[src/rtl/sc_speedtick_generator_if.sv]
// Speed-level in / movement-tick out bundle between the speed counter side and the tick generator.
// master drives the level and controls; slave (the generator) returns the tick and effective period.
interface sc_speedtick_generator_if #(
    parameter int SPEEDTICK_SPEEDWIDTH  = 8,
    parameter int SPEEDTICK_PERIODWIDTH = 26
);
    logic [SPEEDTICK_SPEEDWIDTH-1:0]  SC_SPEEDTICK_speed_InBUS;
    logic                             SC_SPEEDTICK_enable_InLow;
    logic                             SC_SPEEDTICK_CLEAR_InLow;
    logic                             SC_SPEEDTICK_tick_Out;
    logic [SPEEDTICK_PERIODWIDTH-1:0] SC_SPEEDTICK_period_OutBUS;

    modport master (
        output SC_SPEEDTICK_speed_InBUS,
        output SC_SPEEDTICK_enable_InLow,
        output SC_SPEEDTICK_CLEAR_InLow,
        input  SC_SPEEDTICK_tick_Out,
        input  SC_SPEEDTICK_period_OutBUS
    );

    modport slave (
        input  SC_SPEEDTICK_speed_InBUS,
        input  SC_SPEEDTICK_enable_InLow,
        input  SC_SPEEDTICK_CLEAR_InLow,
        output SC_SPEEDTICK_tick_Out,
        output SC_SPEEDTICK_period_OutBUS
    );
endinterface

[src/rtl/sc_speedtick_generator.sv]
// Turns the current speed level into a periodic one-clock movement tick for lane objects.
// Higher level gives a shorter period, floored at SPEEDTICK_MIN_PERIOD.
module sc_speedtick_generator #(
    parameter int SPEEDTICK_SPEEDWIDTH  = 8,
    parameter int SPEEDTICK_PERIODWIDTH = 26,
    parameter int SPEEDTICK_BASE_PERIOD = 25000000,
    parameter int SPEEDTICK_STEP        = 1000000,
    parameter int SPEEDTICK_MIN_PERIOD  = 2000000
) (
    input  logic                      SC_SPEEDTICK_CLOCK_50,
    input  logic                      SC_SPEEDTICK_RESET_InHigh,
    sc_speedtick_generator_if.slave   bus
);
    localparam int PW     = SPEEDTICK_PERIODWIDTH;
    localparam int PROD_W = SPEEDTICK_SPEEDWIDTH + SPEEDTICK_PERIODWIDTH;

    localparam logic [PROD_W-1:0] BASE_W  = PROD_W'(SPEEDTICK_BASE_PERIOD);
    localparam logic [PROD_W-1:0] STEP_W  = PROD_W'(SPEEDTICK_STEP);
    localparam logic [PROD_W-1:0] FLOOR_W = PROD_W'(SPEEDTICK_BASE_PERIOD - SPEEDTICK_MIN_PERIOD);
    localparam logic [PW-1:0]     BASE_P  = PW'(SPEEDTICK_BASE_PERIOD);
    localparam logic [PW-1:0]     MIN_P   = PW'(SPEEDTICK_MIN_PERIOD);
    localparam logic [PW-1:0]     ONE_P   = PW'(1);

    typedef enum logic {
        HOLD = 1'b0,
        RUN  = 1'b1
    } state_t;

    state_t          state_q, state_d;
    logic [PW-1:0]   period_q, period_d;
    logic [PW-1:0]   cnt_q, cnt_d;
    logic            tick_q, tick_d;
    logic [PROD_W-1:0] prod;

    // Full-width product, so no speed value can wrap into a long period.
    always_comb begin
        prod     = PROD_W'(bus.SC_SPEEDTICK_speed_InBUS) * STEP_W;
        period_d = (prod >= FLOOR_W) ? MIN_P : PW'(BASE_W - prod);
    end

    always_comb begin
        state_d = state_q;
        cnt_d   = cnt_q;
        tick_d  = 1'b0;
        if (!bus.SC_SPEEDTICK_CLEAR_InLow) begin
            cnt_d = period_q - ONE_P;
        end else begin
            unique case (state_q)
                HOLD: begin
                    if (!bus.SC_SPEEDTICK_enable_InLow) begin
                        state_d = RUN;
                    end
                end
                RUN: begin
                    if (bus.SC_SPEEDTICK_enable_InLow) begin
                        state_d = HOLD;
                    end else if (cnt_q == '0) begin
                        // Reload with period-1 so ticks land exactly `period` clocks apart.
                        tick_d = 1'b1;
                        cnt_d  = period_q - ONE_P;
                    end else begin
                        cnt_d = cnt_q - ONE_P;
                    end
                end
                default: state_d = HOLD;
            endcase
        end
    end

    always_ff @(posedge SC_SPEEDTICK_CLOCK_50 or posedge SC_SPEEDTICK_RESET_InHigh) begin
        if (SC_SPEEDTICK_RESET_InHigh) begin
            state_q  <= HOLD;
            period_q <= BASE_P;
            cnt_q    <= BASE_P - ONE_P;
            tick_q   <= 1'b0;
        end else begin
            state_q  <= state_d;
            period_q <= period_d;
            cnt_q    <= cnt_d;
            tick_q   <= tick_d;
        end
    end

    assign bus.SC_SPEEDTICK_tick_Out      = tick_q;
    assign bus.SC_SPEEDTICK_period_OutBUS = period_q;
endmodule

[src/flat_wrapper.sv]
// flat-port wrapper written by rule: the top's interface ports become plain ports
module sc_speedtick_generator_flat 
#(
    parameter int SPEEDTICK_SPEEDWIDTH  = 8,
    parameter int SPEEDTICK_PERIODWIDTH = 26,
    parameter int SPEEDTICK_BASE_PERIOD = 25000000,
    parameter int SPEEDTICK_STEP        = 1000000,
    parameter int SPEEDTICK_MIN_PERIOD  = 2000000
)
  (SC_SPEEDTICK_CLOCK_50, SC_SPEEDTICK_RESET_InHigh, bus_SC_SPEEDTICK_speed_InBUS, bus_SC_SPEEDTICK_enable_InLow, bus_SC_SPEEDTICK_CLEAR_InLow, bus_SC_SPEEDTICK_tick_Out, bus_SC_SPEEDTICK_period_OutBUS);
  sc_speedtick_generator_if #(.SPEEDTICK_SPEEDWIDTH(SPEEDTICK_SPEEDWIDTH), .SPEEDTICK_PERIODWIDTH(SPEEDTICK_PERIODWIDTH)) bus_i ();
  input  logic SC_SPEEDTICK_CLOCK_50;
  input  logic SC_SPEEDTICK_RESET_InHigh;
  input wire logic [$bits(bus_i.SC_SPEEDTICK_speed_InBUS)-1:0] bus_SC_SPEEDTICK_speed_InBUS;
  input wire logic [$bits(bus_i.SC_SPEEDTICK_enable_InLow)-1:0] bus_SC_SPEEDTICK_enable_InLow;
  input wire logic [$bits(bus_i.SC_SPEEDTICK_CLEAR_InLow)-1:0] bus_SC_SPEEDTICK_CLEAR_InLow;
  output wire logic [$bits(bus_i.SC_SPEEDTICK_tick_Out)-1:0] bus_SC_SPEEDTICK_tick_Out;
  output wire logic [$bits(bus_i.SC_SPEEDTICK_period_OutBUS)-1:0] bus_SC_SPEEDTICK_period_OutBUS;
  assign bus_i.SC_SPEEDTICK_speed_InBUS = bus_SC_SPEEDTICK_speed_InBUS;
  assign bus_i.SC_SPEEDTICK_enable_InLow = bus_SC_SPEEDTICK_enable_InLow;
  assign bus_i.SC_SPEEDTICK_CLEAR_InLow = bus_SC_SPEEDTICK_CLEAR_InLow;
  assign bus_SC_SPEEDTICK_tick_Out = bus_i.SC_SPEEDTICK_tick_Out;
  assign bus_SC_SPEEDTICK_period_OutBUS = bus_i.SC_SPEEDTICK_period_OutBUS;
  sc_speedtick_generator #(.SPEEDTICK_SPEEDWIDTH(SPEEDTICK_SPEEDWIDTH), .SPEEDTICK_PERIODWIDTH(SPEEDTICK_PERIODWIDTH), .SPEEDTICK_BASE_PERIOD(SPEEDTICK_BASE_PERIOD), .SPEEDTICK_STEP(SPEEDTICK_STEP), .SPEEDTICK_MIN_PERIOD(SPEEDTICK_MIN_PERIOD)) u_core (.SC_SPEEDTICK_CLOCK_50(SC_SPEEDTICK_CLOCK_50), .SC_SPEEDTICK_RESET_InHigh(SC_SPEEDTICK_RESET_InHigh), .bus(bus_i));
endmodule
[config.mk]
export PLATFORM = sky130hd
export DESIGN_NAME = sc_speedtick_generator_flat
export DESIGN_NICKNAME = d
export VERILOG_FILES = /design/src/rtl/sc_speedtick_generator_if.sv /design/src/rtl/sc_speedtick_generator.sv /design/src/flat_wrapper.sv
export SDC_FILE = /design/constraint.sdc
export NUM_CORES = 1
export LEC_CHECK = 0
export CAP_MARGIN = 30
export CORE_MARGIN = 5
export CORE_UTILIZATION = 23
export DETAILED_ROUTE_END_ITERATION = 6
export GPL_TIMING_DRIVEN = 0
export PLACE_DENSITY_LB_ADDON = 0.05
export SLEW_MARGIN = 25
export SYNTH_ARGS = -nofsm -noshare
export SYNTH_HDL_FRONTEND = slang
export SYNTH_SLANG_ARGS = --single-unit
[constraint.sdc]
create_clock -name SC_SPEEDTICK_CLOCK_50 -period 3.85 [get_ports SC_SPEEDTICK_CLOCK_50]
set_input_delay 0.5775 -clock SC_SPEEDTICK_CLOCK_50 [delete_from_list [all_inputs] [get_ports SC_SPEEDTICK_CLOCK_50]]
set_output_delay 0.5775 -clock SC_SPEEDTICK_CLOCK_50 [all_outputs]
set_load 0.02 [all_outputs]
==> impl_results.rst <==
.. list-table::
   :header-rows: 1

   * - Metric
     - Value
   * - Total detailed-routing wirelength
     - 14600 microns
   * - Worst setup EP type
     - flip-flop
   * - Num CTS Buffers
     - 5
   * - Top cell type's share of synthesized area
     - 15.1%
   * - Post-route antenna net violation count
     - 0
   * - CTS Buffer Depth
     - 2
   * - Initial core utilization
     - 23.3%
   * - Run status
     - finished, violations left
   * - Pre-antenna DRT Iters
     - 4
   * - Hold violation total from the final report
     - 0
   * - Global placement routability congestion
     - 0.764
   * - Worst voltage drop across the vdd grid
     - 0.362 mV
   * - Flops & latches, synth
     - 48
   * - Hold Path Depth
     - 2
   * - Full die area
     - 0.0251 sq mm
   * - Cells on worst reg2reg path
     - 10
   * - Main area contributors after synthesis
     - sky130_fd_sc_hd__dfstp_2 (15%), sky130_fd_sc_hd__ha_1 (14%), sky130_fd_sc_hd__dfrtp_1 (9.4%)
   * - Detailed router's first-iteration violation count
     - 195
   * - Actual slew at the worst max-slew pin
     - 682 ps
   * - Total cell area at the placement stage
     - 0.00579 sq mm
   * - TritonCTS clock tree
     - built
   * - Cell total after placement
     - 877
   * - Gr usage total
     - 11.9%
   * - Number of ports placed on the die boundary
     - 39
   * - Unrepaired setup endpoints after global routing
     - yes
   * - First-pass GRT wire length
     - 23400 microns
   * - Clock Latency Late Sink
     - 300 ps
   * - Minimum clock period
     - 4250 ps
   * - Layout filler cell count
     - 2349
   * - DIE HEIGHT
     - 158 microns
   * - Max-slew headroom at the worst pin
     - 54.3%
   * - H-Tree Depth
     - 2
   * - Initial antenna violation count
     - 0
   * - Worst-path clk slew
     - 70 ps
   * - Fraction of the yosys area taken by sequential cells
     - 24.5%
   * - Nature of the critical path startpoint
     - input port
   * - Non-filler cells, final
     - 896
   * - Path class of the lowest-slack min-delay path
     - reg -> reg
   * - Post-synthesis cell type with the largest combined area
     - sky130_fd_sc_hd__dfstp_2
   * - Number of flops mapped to enable cells by yosys
     - 0
   * - Via density
     - 4.67
   * - Clock sink count
     - 48
   * - Quantity of I/O buffers inserted on ports
     - 31
   * - Crit path DAT
     - 4470 ps
   * - Minimum setup slack in the final design
     - -402 ps
   * - Final design area excluding fillers
     - 0.00620 sq mm
   * - Period utilisation layout
     - 110%
   * - Max-cap viol count
     - 0
   * - Buffer cell driving the clock tree root
     - sky130_fd_sc_hd__clkbuf_16
   * - Chip width
     - 158 microns
   * - Slew Viols, Final
     - 0
   * - Core Footprint
     - 0.0218 sq mm
   * - Pin count of the biggest net entering global routing
     - 49
   * - Syn Inst Count
     - 560
   * - Final HPWL from detailed placement
     - 11500 microns
   * - Power density over the cells
     - 667 mW/mm^2
   * - Most instantiated library cell after synthesis
     - sky130_fd_sc_hd__inv_1
   * - Total inserted antenna cells
     - 0
   * - Syn Std Cell Area
     - 0.00506 sq mm
   * - Vias in the first global route
     - 4343
   * - Fin nets
     - 702
   * - Count of unique library cells instantiated by Yosys
     - 83
   * - Static power due to leakage
     - 2.53 nW
   * - Primary FF master, synth
     - sky130_fd_sc_hd__dfstp_2
   * - Minimum hold slack
     - 501 ps
   * - Layout cells sized above 1
     - 21.9%
   * - Violated checks
     - setup timing
   * - Setup clock skew after layout
     - 10.7 ps
   * - Aggregate global routing overflow
     - 0
   * - Vias after detailed routing
     - 4188
   * - Avg Synthesized Cell Area
     - 9.04 sq um
   * - Final routed wire length divided by cell count
     - 16.3 microns
   * - Setup CP Type
     - in -> reg
   * - WP data required
     - 4060 ps
   * - Highest fanout seen on the critical path
     - 9
   * - List of most frequent post-synthesis cells
     - sky130_fd_sc_hd__inv_1 (61), sky130_fd_sc_hd__ha_1 (58), sky130_fd_sc_hd__o21ai_0 (35), sky130_fd_sc_hd__a21oi_1 (32), sky130_fd_sc_hd__nor2_1 (31)
   * - Peak clock frequency supported by timing
     - 235 MHz
   * - Asr flop ratio synth
     - 100%
   * - Number of hold buffers added after CTS
     - 0
   * - Synth-to-Final Area Change
     - 22.6%
   * - Row cnt
     - 54
   * - Synthesis warning total
     - 0
   * - DRC Markers
     - 0
   * - Number of failing setup endpoints in the final timing report
     - 19
[per-layer routing]
metal	vias to the layer above	track usage, %	wire length, microns
met2	49	22.3	7680
met4	0	3.53	312
met1	2025	14.2	6330
li1	2097	-	-
met5	-	0	0
met3	17	1.14	240
[worst paths after layout]
path / from / slack [ps] / end
hold / removal: u_core.cnt_q[14]$_DFFE_PP1P_ / 500 / u_core.cnt_q[14]$_DFFE_PP1P_
setup / recovery: bus_SC_SPEEDTICK_speed_InBUS[3] / -400 / u_core.bus.SC_SPEEDTICK_period_OutBUS[14]$_DFF_PP1_
max in group asynchronous: SC_SPEEDTICK_RESET_InHigh / 2700 / u_core.bus.SC_SPEEDTICK_period_OutBUS[9]$_DFF_PP0_
setup reg to reg: u_core.cnt_q[0]$_DFFE_PP1P_ / 840 / u_core.cnt_q[17]$_DFFE_PP0P_
min in group asynchronous: SC_SPEEDTICK_RESET_InHigh / 730 / u_core.bus.SC_SPEEDTICK_tick_Out$_DFF_PP0_
hold reg to reg: u_core.cnt_q[14]$_DFFE_PP1P_ / 500 / u_core.cnt_q[14]$_DFFE_PP1P_
[critical path: stages]
cell	delay, ps
sky130_fd_sc_hd__buf_12	100
sky130_fd_sc_hd__fa_1	500
sky130_fd_sc_hd__ha_1	290
sky130_fd_sc_hd__inv_1	40
sky130_fd_sc_hd__fa_1	460
sky130_fd_sc_hd__fa_1	530
sky130_fd_sc_hd__inv_2	50
sky130_fd_sc_hd__ha_4	230
sky130_fd_sc_hd__and2_4	150
sky130_fd_sc_hd__a221o_1	370
sky130_fd_sc_hd__a2111oi_4	300
sky130_fd_sc_hd__nor2_2	130
sky130_fd_sc_hd__xnor2_4	230
sky130_fd_sc_hd__a31oi_4	120
sky130_fd_sc_hd__buf_12	170
sky130_fd_sc_hd__a211oi_2	200
[registers in the layout, summed over array words and instances (netlist names)]
signal and count:
u_core.bus.SC_SPEEDTICK_tick_Out 1, u_core.bus.SC_SPEEDTICK_period_OutBUS 20, u_core.cnt_q 26, u_core.state_q 1
[power by group]
part           internal [W]  switching (W)  leakage, nW
sequential         0.000652       0.000141        0.522
clock              0.000259       0.000210       0.0691
combinational       0.00131        0.00157         1.94
total               0.00222        0.00192         2.53
[cell usage in the layout, fill, tap and decap left out, drive strengths merged, types with 3 or more instances in the layout]
cell type      Yosys  routed
and2               4       4
nor3              33      33
xnor2             28      28
o21a               5       5
o2111ai            3       3
or3               10      10
nand2             27      27
inv               61      61
buf               15      35
dfrtp             19      19
ha                58      58
clkdlybuf4s50      0      23
a22o               4       4
nand3             19      19
nor4              13      13
o31ai              4       4
o21ai             42      42
a211oi             3       3
conb               1       7
nand4              5       5
or4                3       3
mux2i              3       3
nand2b             5       5
a22oi              3       3
o211ai             3       3
xor2              13      13
nor2              32      32
and4               3       3
nand3b             4       4
dfstp             29      29
fa                17      17
clkbuf             7      12
o22ai              5       5
a21o               6       6
a31oi              5       5
a21oi             34      34
[timing repair]
item | 4_1_cts | 5_1_grt
setup buffers | 9 | 2
gates resized for setup | 66 | 21
hold endpoints to repair | 0 | 0
endpoints found under the setup margin | 19 | 19
pin swaps | 27 | 15
gates cloned | 1 | 0
[logic make-up (layout without fill, tap and decap cells)]
family                     after synthesis  count (layout)  synth area share (%)
DFF                                     48              48                  24.5
adders and majority gates               75              75                  21.1
other                                    1               7                0.0741
and+or+nand+nor                        172             172                  20.1
xor gates and xnor gates                41              41                  7.76
muxes                                    3               3                 0.593
AOI/OAI and AO/OA                      137             137                  18.8
buffers and inverters                   83             133                  7.20
[stage by stage]
stage | worst slack [ps] | setup TNS (ps) | utilization [%] | total power, W
after floorplan | -437 | -6730 | - | 0.00263
after global placement | -1480 | -26690 | 26.6 | 0.00322
after detailed placement | -1500 | -27310 | 26.6 | 0.00321
after CTS | -507 | -8440 | 28.1 | 0.00401
after global routing | -554 | -9580 | 28.5 | 0.00447
final | -402 | -6630 | 28.5 | 0.00414
[area by class of cell]
class,count,area [sq um],area share (%)
multi-input cells,435,3650,58.8
flip-flops and latches,48,1240,19.9
repair buffers,43,439,7.08
well taps,280,350,5.65
inverters,61,231,3.73
plain buffers,21,141,2.28
clock buffers,6,139,2.24
clock inverters,2,15.0,0.242
Power figures use the tool's default switching activity.
